**src/rtl/key_debounce_pkg.sv**
```systemverilog
`default_nettype none
// ============================================================================
//  Module      : key_debounce_pkg
//  Description : Shared definitions for the multi-key debouncer.
//                - 2-bit per-key state encoding
//                - default tick divider (1 ms at 100 MHz)
//                - counter width helper that never returns a zero width
//  Revision    : 1.0 - initial release
// ============================================================================
package key_debounce_pkg;

    typedef enum logic [1:0] {
        ST_IDLE       = 2'd0,
        ST_PRESS_DB   = 2'd1,
        ST_HELD       = 2'd2,
        ST_RELEASE_DB = 2'd3
    } key_state_e;

    // clk cycles per millisecond tick at 100 MHz
    localparam int unsigned c_DEF_TICK_DIV = 100_000;

    // Width needed to hold values 0..n-1. A one-value range still gets
    // one bit, so degenerate parameters never produce [-1:0] vectors.
    function automatic int unsigned cnt_width(input int unsigned n);
        return (n > 1) ? $clog2(n) : 1;
    endfunction

endpackage : key_debounce_pkg
`default_nettype wire

```
**src/rtl/key_debounce_ch.sv**
```systemverilog
`default_nettype none
// ============================================================================
//  Module      : key_debounce_ch
//  Description : One key channel: 2-FF synchroniser, polarity normalise and
//                the debounce / hold / repeat state machine. All timing is
//                counted in shared ticks supplied by the parent.
//  Ports       : clk, rst_n      clock, asynchronous active-low reset
//                key_raw         raw asynchronous key pin
//                tick            one-clk strobe from the shared tick divider
//                key_level       debounced level, 1 = pressed
//                key_press       1-clk pulse on accepted press
//                key_release     1-clk pulse on accepted release
//                key_long        1-clk pulse once per hold at LONG_TICKS
//                key_rpt         1-clk pulse every REPEAT_TICKS after key_long
//  Revision    : 1.0 - initial release
// ============================================================================
module key_debounce_ch
    import key_debounce_pkg::*;
#(
    parameter int unsigned DB_TICKS     = 20,
    parameter int unsigned LONG_TICKS   = 1000,
    parameter int unsigned REPEAT_TICKS = 200,
    parameter bit          REPEAT_EN    = 1'b1,
    parameter bit          ACTIVE_LOW   = 1'b1
) (
    input  logic clk,
    input  logic rst_n,
    input  logic key_raw,
    input  logic tick,
    output logic key_level,
    output logic key_press,
    output logic key_release,
    output logic key_long,
    output logic key_rpt
);

    localparam int unsigned c_DCNT_W = cnt_width(DB_TICKS + 1);
    localparam int unsigned c_HCNT_W = cnt_width(LONG_TICKS + 1);
    localparam int unsigned c_RCNT_W = cnt_width(REPEAT_TICKS + 1);

    localparam logic [c_DCNT_W-1:0] c_DB_LAST   = c_DCNT_W'(DB_TICKS - 1);
    localparam logic [c_HCNT_W-1:0] c_LONG      = c_HCNT_W'(LONG_TICKS);
    localparam logic [c_HCNT_W-1:0] c_LONG_LAST = c_HCNT_W'(LONG_TICKS - 1);
    localparam logic [c_RCNT_W-1:0] c_RPT_LAST  = c_RCNT_W'(REPEAT_TICKS - 1);

    // Pin level that means "not pressed"; the synchroniser starts there so
    // reset release never looks like a press edge.
    localparam logic c_RELEASED = ACTIVE_LOW;

    logic [1:0]          r_sync;
    logic                w_p;
    key_state_e          r_state;
    logic [c_DCNT_W-1:0] r_dcnt;
    logic [c_HCNT_W-1:0] r_hcnt;
    logic                w_hold_tick;

    // ------------------------------------------------------------------
    // Input conditioning: 2-FF synchroniser, then p = 1 means pressed.
    // ------------------------------------------------------------------
    always_ff @(posedge clk or negedge rst_n) begin
        if (!rst_n) begin
            r_sync <= {2{c_RELEASED}};
        end else begin
            r_sync <= {r_sync[0], key_raw};
        end
    end

    assign w_p = r_sync[1] ^ ACTIVE_LOW;

    // A tick that advances the hold timer: key held and still pressed.
    assign w_hold_tick = (r_state == ST_HELD) && w_p && tick;

    // ------------------------------------------------------------------
    // Debounce / hold state machine. hcnt saturates at LONG_TICKS, which
    // both marks "long already fired" and gates the repeat counter.
    // ------------------------------------------------------------------
    always_ff @(posedge clk or negedge rst_n) begin
        if (!rst_n) begin
            r_state     <= ST_IDLE;
            r_dcnt      <= '0;
            r_hcnt      <= '0;
            key_level   <= 1'b0;
            key_press   <= 1'b0;
            key_release <= 1'b0;
            key_long    <= 1'b0;
        end else begin
            key_press   <= 1'b0;
            key_release <= 1'b0;
            key_long    <= 1'b0;
            case (r_state)
                ST_IDLE: begin
                    if (w_p) begin
                        r_state <= ST_PRESS_DB;
                        r_dcnt  <= '0;
                    end
                end
                ST_PRESS_DB: begin
                    if (!w_p) begin
                        r_state <= ST_IDLE;
                    end else if (tick) begin
                        if (r_dcnt == c_DB_LAST) begin
                            r_state   <= ST_HELD;
                            key_press <= 1'b1;
                            key_level <= 1'b1;
                            r_hcnt    <= '0;
                        end else begin
                            r_dcnt <= r_dcnt + 1'b1;
                        end
                    end
                end
                ST_HELD: begin
                    if (!w_p) begin
                        r_state <= ST_RELEASE_DB;
                        r_dcnt  <= '0;
                    end else if (tick && (r_hcnt != c_LONG)) begin
                        r_hcnt <= r_hcnt + 1'b1;
                        if (r_hcnt == c_LONG_LAST) begin
                            key_long <= 1'b1;
                        end
                    end
                end
                ST_RELEASE_DB: begin
                    // Bounce back to pressed: hold timing resumes where it
                    // stopped, and no second press is reported.
                    if (w_p) begin
                        r_state <= ST_HELD;
                    end else if (tick) begin
                        if (r_dcnt == c_DB_LAST) begin
                            r_state     <= ST_IDLE;
                            key_release <= 1'b1;
                            key_level   <= 1'b0;
                        end else begin
                            r_dcnt <= r_dcnt + 1'b1;
                        end
                    end
                end
                default: begin
                    r_state <= ST_IDLE;
                end
            endcase
        end
    end

    // ------------------------------------------------------------------
    // Auto-repeat. Counting starts on the tick after key_long, so the
    // first repeat can never coincide with the long pulse.
    // ------------------------------------------------------------------
    generate
        if (REPEAT_EN) begin : g_rpt_on
            logic [c_RCNT_W-1:0] r_rcnt;

            always_ff @(posedge clk or negedge rst_n) begin
                if (!rst_n) begin
                    r_rcnt  <= '0;
                    key_rpt <= 1'b0;
                end else begin
                    key_rpt <= 1'b0;
                    if (w_hold_tick) begin
                        if (r_hcnt == c_LONG_LAST) begin
                            r_rcnt <= '0;
                        end else if (r_hcnt == c_LONG) begin
                            if (r_rcnt == c_RPT_LAST) begin
                                r_rcnt  <= '0;
                                key_rpt <= 1'b1;
                            end else begin
                                r_rcnt <= r_rcnt + 1'b1;
                            end
                        end
                    end
                end
            end
        end else begin : g_rpt_off
            assign key_rpt = 1'b0;
        end
    endgenerate

endmodule : key_debounce_ch
`default_nettype wire

```
**src/rtl/key_debounce_multi.sv**
```systemverilog
`default_nettype none
// ============================================================================
//  Module      : key_debounce_multi
//  Description : N-key debouncer / key-event generator. One free-running
//                tick divider is shared by NUM_KEYS independent channels.
//  Ports       : clk, rst_n      clock, asynchronous active-low reset
//                key_in          raw asynchronous key pins
//                key_level       debounced state per key, 1 = pressed
//                key_press       1-clk pulse per key on accepted press
//                key_release     1-clk pulse per key on accepted release
//                key_long        1-clk pulse per key at LONG_TICKS of hold
//                key_rpt         1-clk pulse per key every REPEAT_TICKS
//                                after key_long (0 when REPEAT_EN = 0)
//  Revision    : 1.0 - initial release
// ============================================================================
module key_debounce_multi
    import key_debounce_pkg::*;
#(
    parameter int          NUM_KEYS     = 4,
    parameter int unsigned TICK_DIV     = c_DEF_TICK_DIV,
    parameter int unsigned DB_TICKS     = 20,
    parameter int unsigned LONG_TICKS   = 1000,
    parameter int unsigned REPEAT_TICKS = 200,
    parameter bit          REPEAT_EN    = 1'b1,
    parameter bit          ACTIVE_LOW   = 1'b1
) (
    input  logic                clk,
    input  logic                rst_n,
    input  logic [NUM_KEYS-1:0] key_in,
    output logic [NUM_KEYS-1:0] key_level,
    output logic [NUM_KEYS-1:0] key_press,
    output logic [NUM_KEYS-1:0] key_release,
    output logic [NUM_KEYS-1:0] key_long,
    output logic [NUM_KEYS-1:0] key_rpt
);

    localparam int unsigned          c_TICK_W    = cnt_width(TICK_DIV);
    localparam logic [c_TICK_W-1:0]  c_TICK_LAST = c_TICK_W'(TICK_DIV - 1);

    logic [c_TICK_W-1:0] r_tick_cnt;
    logic                w_tick;

    // Free-running 0..TICK_DIV-1; the tick is the cycle in which it wraps.
    always_ff @(posedge clk or negedge rst_n) begin
        if (!rst_n) begin
            r_tick_cnt <= '0;
        end else if (r_tick_cnt == c_TICK_LAST) begin
            r_tick_cnt <= '0;
        end else begin
            r_tick_cnt <= r_tick_cnt + 1'b1;
        end
    end

    assign w_tick = (r_tick_cnt == c_TICK_LAST);

    generate
        for (genvar i = 0; i < NUM_KEYS; i++) begin : g_key
            key_debounce_ch #(
                .DB_TICKS     (DB_TICKS),
                .LONG_TICKS   (LONG_TICKS),
                .REPEAT_TICKS (REPEAT_TICKS),
                .REPEAT_EN    (REPEAT_EN),
                .ACTIVE_LOW   (ACTIVE_LOW)
            ) u_ch (
                .clk         (clk),
                .rst_n       (rst_n),
                .key_raw     (key_in[i]),
                .tick        (w_tick),
                .key_level   (key_level[i]),
                .key_press   (key_press[i]),
                .key_release (key_release[i]),
                .key_long    (key_long[i]),
                .key_rpt     (key_rpt[i])
            );
        end
    endgenerate

endmodule : key_debounce_multi
`default_nettype wire

```
**config.mk**
```make
export PLATFORM = sky130hd
export DESIGN_NAME = key_debounce_multi
export DESIGN_NICKNAME = d
export VERILOG_FILES = /design/src/rtl/key_debounce_pkg.sv /design/src/rtl/key_debounce_ch.sv /design/src/rtl/key_debounce_multi.sv
export SDC_FILE = /design/constraint.sdc
export NUM_CORES = 1
export LEC_CHECK = 0
export BUFFER_PORTS_ARGS = -buffer_cell sky130_fd_sc_hd__buf_2
export CORE_ASPECT_RATIO = 0.9
export CORE_MARGIN = 2
export CORE_UTILIZATION = 55
export CTS_CLUSTER_DIAMETER = 120
export DETAILED_ROUTE_END_ITERATION = 7
export PLACE_DENSITY = 0.75
export SYNTH_ARGS = -nofsm -noshare
export SYNTH_HDL_FRONTEND = slang
export SYNTH_SLANG_ARGS = --single-unit
```
**constraint.sdc**
```tcl
create_clock -name clk -period 2.2 [get_ports clk]
set_input_delay 0.66 -clock clk [delete_from_list [all_inputs] [get_ports clk]]
set_output_delay 0.66 -clock clk [all_outputs]
set_load 0.1 [all_outputs]
```
==> results.sh <==
export IMPL_drive_gt1_frac=0.187
export IMPL_crit_fanout=8
export IMPL_grt_pass1_vias=5854
export IMPL_fin_crit_ns=2.12
export IMPL_grt_start_max_net_pins=52
export IMPL_grt_overflow=0
export IMPL_p_per_area_mw_per_mm2=652
export IMPL_portBuffers=25
export IMPL_yosysSeqAreaShare=0.478
export IMPL_hpwl_um=10900
export IMPL_vias_per_cell=6.08
export IMPL_startpoint_type="register"
export IMPL_finalClockSkew_ns=0.00789
export IMPL_ios=26
export IMPL_nNetsFinal=840
export IMPL_rows=40
export IMPL_wire_per_inst_um=15.9
export IMPL_wirelength_um=15900
export IMPL_ys_ff_latch=145
export IMPL_die_x_um=128
export IMPL_total_power_w=0.00575
export IMPL_synth_edf_count=0
export IMPL_yosys_area_top_type="dfrtp_1"
export IMPL_fmax_mhz=473
export IMPL_syn_area_sq_mm=0.00760
export IMPL_setup_viol=0
export IMPL_vias=6068
export IMPL_placed_cells=963
export IMPL_finalNonFillerCells=998
export IMPL_required_ns=2.52
export IMPL_ys_top_cells_by_count="dfrtp_1 (137), nor2_1 (72), nand2_1 (52), o21ai_0 (51), nand3_1 (45)"
export IMPL_h_tree_depth=4
export IMPL_grtUsageTotal=0.225
export IMPL_antennaDiodeCount=0
export IMPL_grt_antenna_before_repair=0
export IMPL_drv_cap=0
export IMPL_syn_inst=765
export IMPL_ys_types=63
export IMPL_grt_pass1_wl_um=26800
export IMPL_rsz0062_at_grt="yes"
export IMPL_clkTransAtPathRegs_ns=0.06
export IMPL_cp_data_arrival_time_ns=2.43
export IMPL_final_hold_viol_count=0
export IMPL_yosysMostFrequentCell="dfrtp_1"
export IMPL_place_area_sq_mm=0.00809
export IMPL_cts_buffer_depth=2
export IMPL_place_congestion=0.879
export IMPL_async_flop_share=1.00
export IMPL_drt_first_pass_iters=5
export IMPL_status="finished clean"
export IMPL_syn_to_final_growth_pct=15.9
export IMPL_yosys_top_cells_area="dfrtp_1 (45%), nor2_1 (3.6%), o21ai_0 (3.4%)"
export IMPL_cts_made_buffers=17
export IMPL_cts_tree="built"
export IMPL_clk_latency_ns=0.43
export IMPL_maxSlewHeadroom=0.575
export IMPL_critical_path_class="reg -> reg"
export IMPL_fin_tns_setup_ns=0
export IMPL_synth_top_cell_area_share=0.451
export IMPL_synth_nets=788
export IMPL_die_y_um=116
export IMPL_drt_iter0_drc=468
export IMPL_synth_top_flop_cell="dfrtp_1"
export IMPL_endpoint_kind="register"
export IMPL_postSynthAreaPerCell_sq_um=9.94
export IMPL_irDropWorstVdd_mv=0.530
export IMPL_ant_nets=0
export IMPL_cts_root_buf="clkbuf_16"
export IMPL_yosys_warnings=0
export IMPL_initial_core_util=0.567
export IMPL_cts_sinks=145
export IMPL_period_share=0.962
export IMPL_stdcell_area_sq_mm=0.00882
export IMPL_tightest_slew_ns=0.635
export IMPL_core_sq_mm=0.0134
export IMPL_die_area_sq_mm=0.0148
export IMPL_slew_viol_final=0
export IMPL_power_leakage_nw=3.94
export IMPL_route_detailed_drc=0
export IMPL_fin_ws_ns=0.0837
export IMPL_fill_cells=1021
export IMPL_hold_buffers=0
export IMPL_place_ws_ns=0.0116
export IMPL_hold_class="in -> async"
metrics by stage:
stage	util	hold slack [ns]
4_1_cts	0.648	0.180
6_report	0.657	0.174
5_1_grt	0.657	0.188
3_5_place_dp	0.603	0.347
2_1_floorplan	-	0.345
3_3_place_gp	0.603	0.345
critical path: stages, from the launching register on:
cell     delay, ns
dfrtp_1       0.40
nor4_4        0.35
and4_4        0.30
buf_4         0.18
nand4_4       0.12
or3_4         0.41
o31ai_1       0.25
layout by cell type, fill, tap and decap left out, types with 6 or more instances in the layout:
| cell | count |
|---|---|
| and3_1 | 28 |
| ha_1 | 16 |
| o41ai_1 | 7 |
| nand4_1 | 27 |
| nand3_1 | 45 |
| a21oi_1 | 17 |
| o21ai_0 | 50 |
| and2_1 | 6 |
| nor2_1 | 72 |
| nand2_1 | 52 |
| xnor2_1 | 14 |
| inv_1 | 18 |
| nand2b_1 | 11 |
| nor3_1 | 18 |
| nand4b_1 | 6 |
| nor4_1 | 9 |
| nand3b_1 | 9 |
| o31ai_1 | 17 |
| xor2_1 | 28 |
| dfstp_2 | 8 |
| mux2_2 | 13 |
| or4_1 | 7 |
| clkbuf_1 | 6 |
| buf_4 | 44 |
| dfrtp_1 | 137 |
| or3_1 | 10 |
| clkbuf_16 | 18 |
| buf_2 | 24 |
| a22o_1 | 22 |
worst paths after layout:
| path | from | to | slack, ns | depth (start not counted) |
|---|---|---|---|---|
| max | r_tick_cnt[13] | g_key[3].u_ch.g_rpt_on.r_rcnt[4] | 0.08 | 6 |
| min | rst_n | g_key[0].u_ch.r_hcnt[0] | 0.17 | 1 |
| max reg2reg | r_tick_cnt[13] | g_key[3].u_ch.g_rpt_on.r_rcnt[4] | 0.08 | 6 |
| min reg2reg | g_key[3].u_ch.r_sync[0] | g_key[3].u_ch.r_sync[1] | 0.35 | 0 |
| max in group asynchronous | rst_n | g_key[3].u_ch.r_sync[1] | 1.35 | 2 |
| min in group clk | key_in[2] | g_key[2].u_ch.r_sync[0] | 0.33 | 1 |
cell type report:
class	count	area (sq um)	share of cell area
flip-flops and latches	145	3640	0.413
well taps	168	210	0.0238
clock inverters	5	100	0.0114
clock buffers	27	503	0.0570
multi-input cells	558	3710	0.421
inverters	19	71.3	0.00809
repair buffers	76	581	0.0658
logic make-up after synthesis:
group	Yosys count	share of synthesized area
fa+ha+maj	17	0.0280
xor+xnor	42	0.0484
mux	15	0.0219
flops	145	0.478
buf+inv	62	0.0428
compound gates	138	0.120
simple gates	346	0.261
flip-flops by register name, indices dropped and copies added, names as in the netlist, named ones only:
| signal | count |
|---|---|
| g_key.u_ch.g_rpt_on.r_rcnt | 32 |
| g_key.u_ch.key_level | 4 |
| g_key.u_ch.key_long | 4 |
| g_key.u_ch.key_press | 4 |
| g_key.u_ch.key_release | 4 |
| g_key.u_ch.key_rpt | 4 |
| g_key.u_ch.r_dcnt | 20 |
| g_key.u_ch.r_hcnt | 40 |
| g_key.u_ch.r_state | 4 |
| g_key.u_ch.r_sync | 8 |
| r_tick_cnt | 17 |
routing by layer:
layer  global-route usage  part of all wire
met1                0.288              0.46
met2                0.373              0.49
met3               0.0600             0.038
met4               0.0777             0.013
met5                    0                 0
timing repair:
action	in CTS	in global routing
setup buffers	0	2
gates resized for setup	0	20
endpoints found under the setup margin	0	22
where the power goes:
part	internal [W]	switching (W)
Combinational	0.0000252	0.0000722
Sequential	0.00269	0.0000188
Clock	0.00190	0.00105
Total	0.00461	0.00114
No activity file was read; power rests on OpenSTA's default activity.
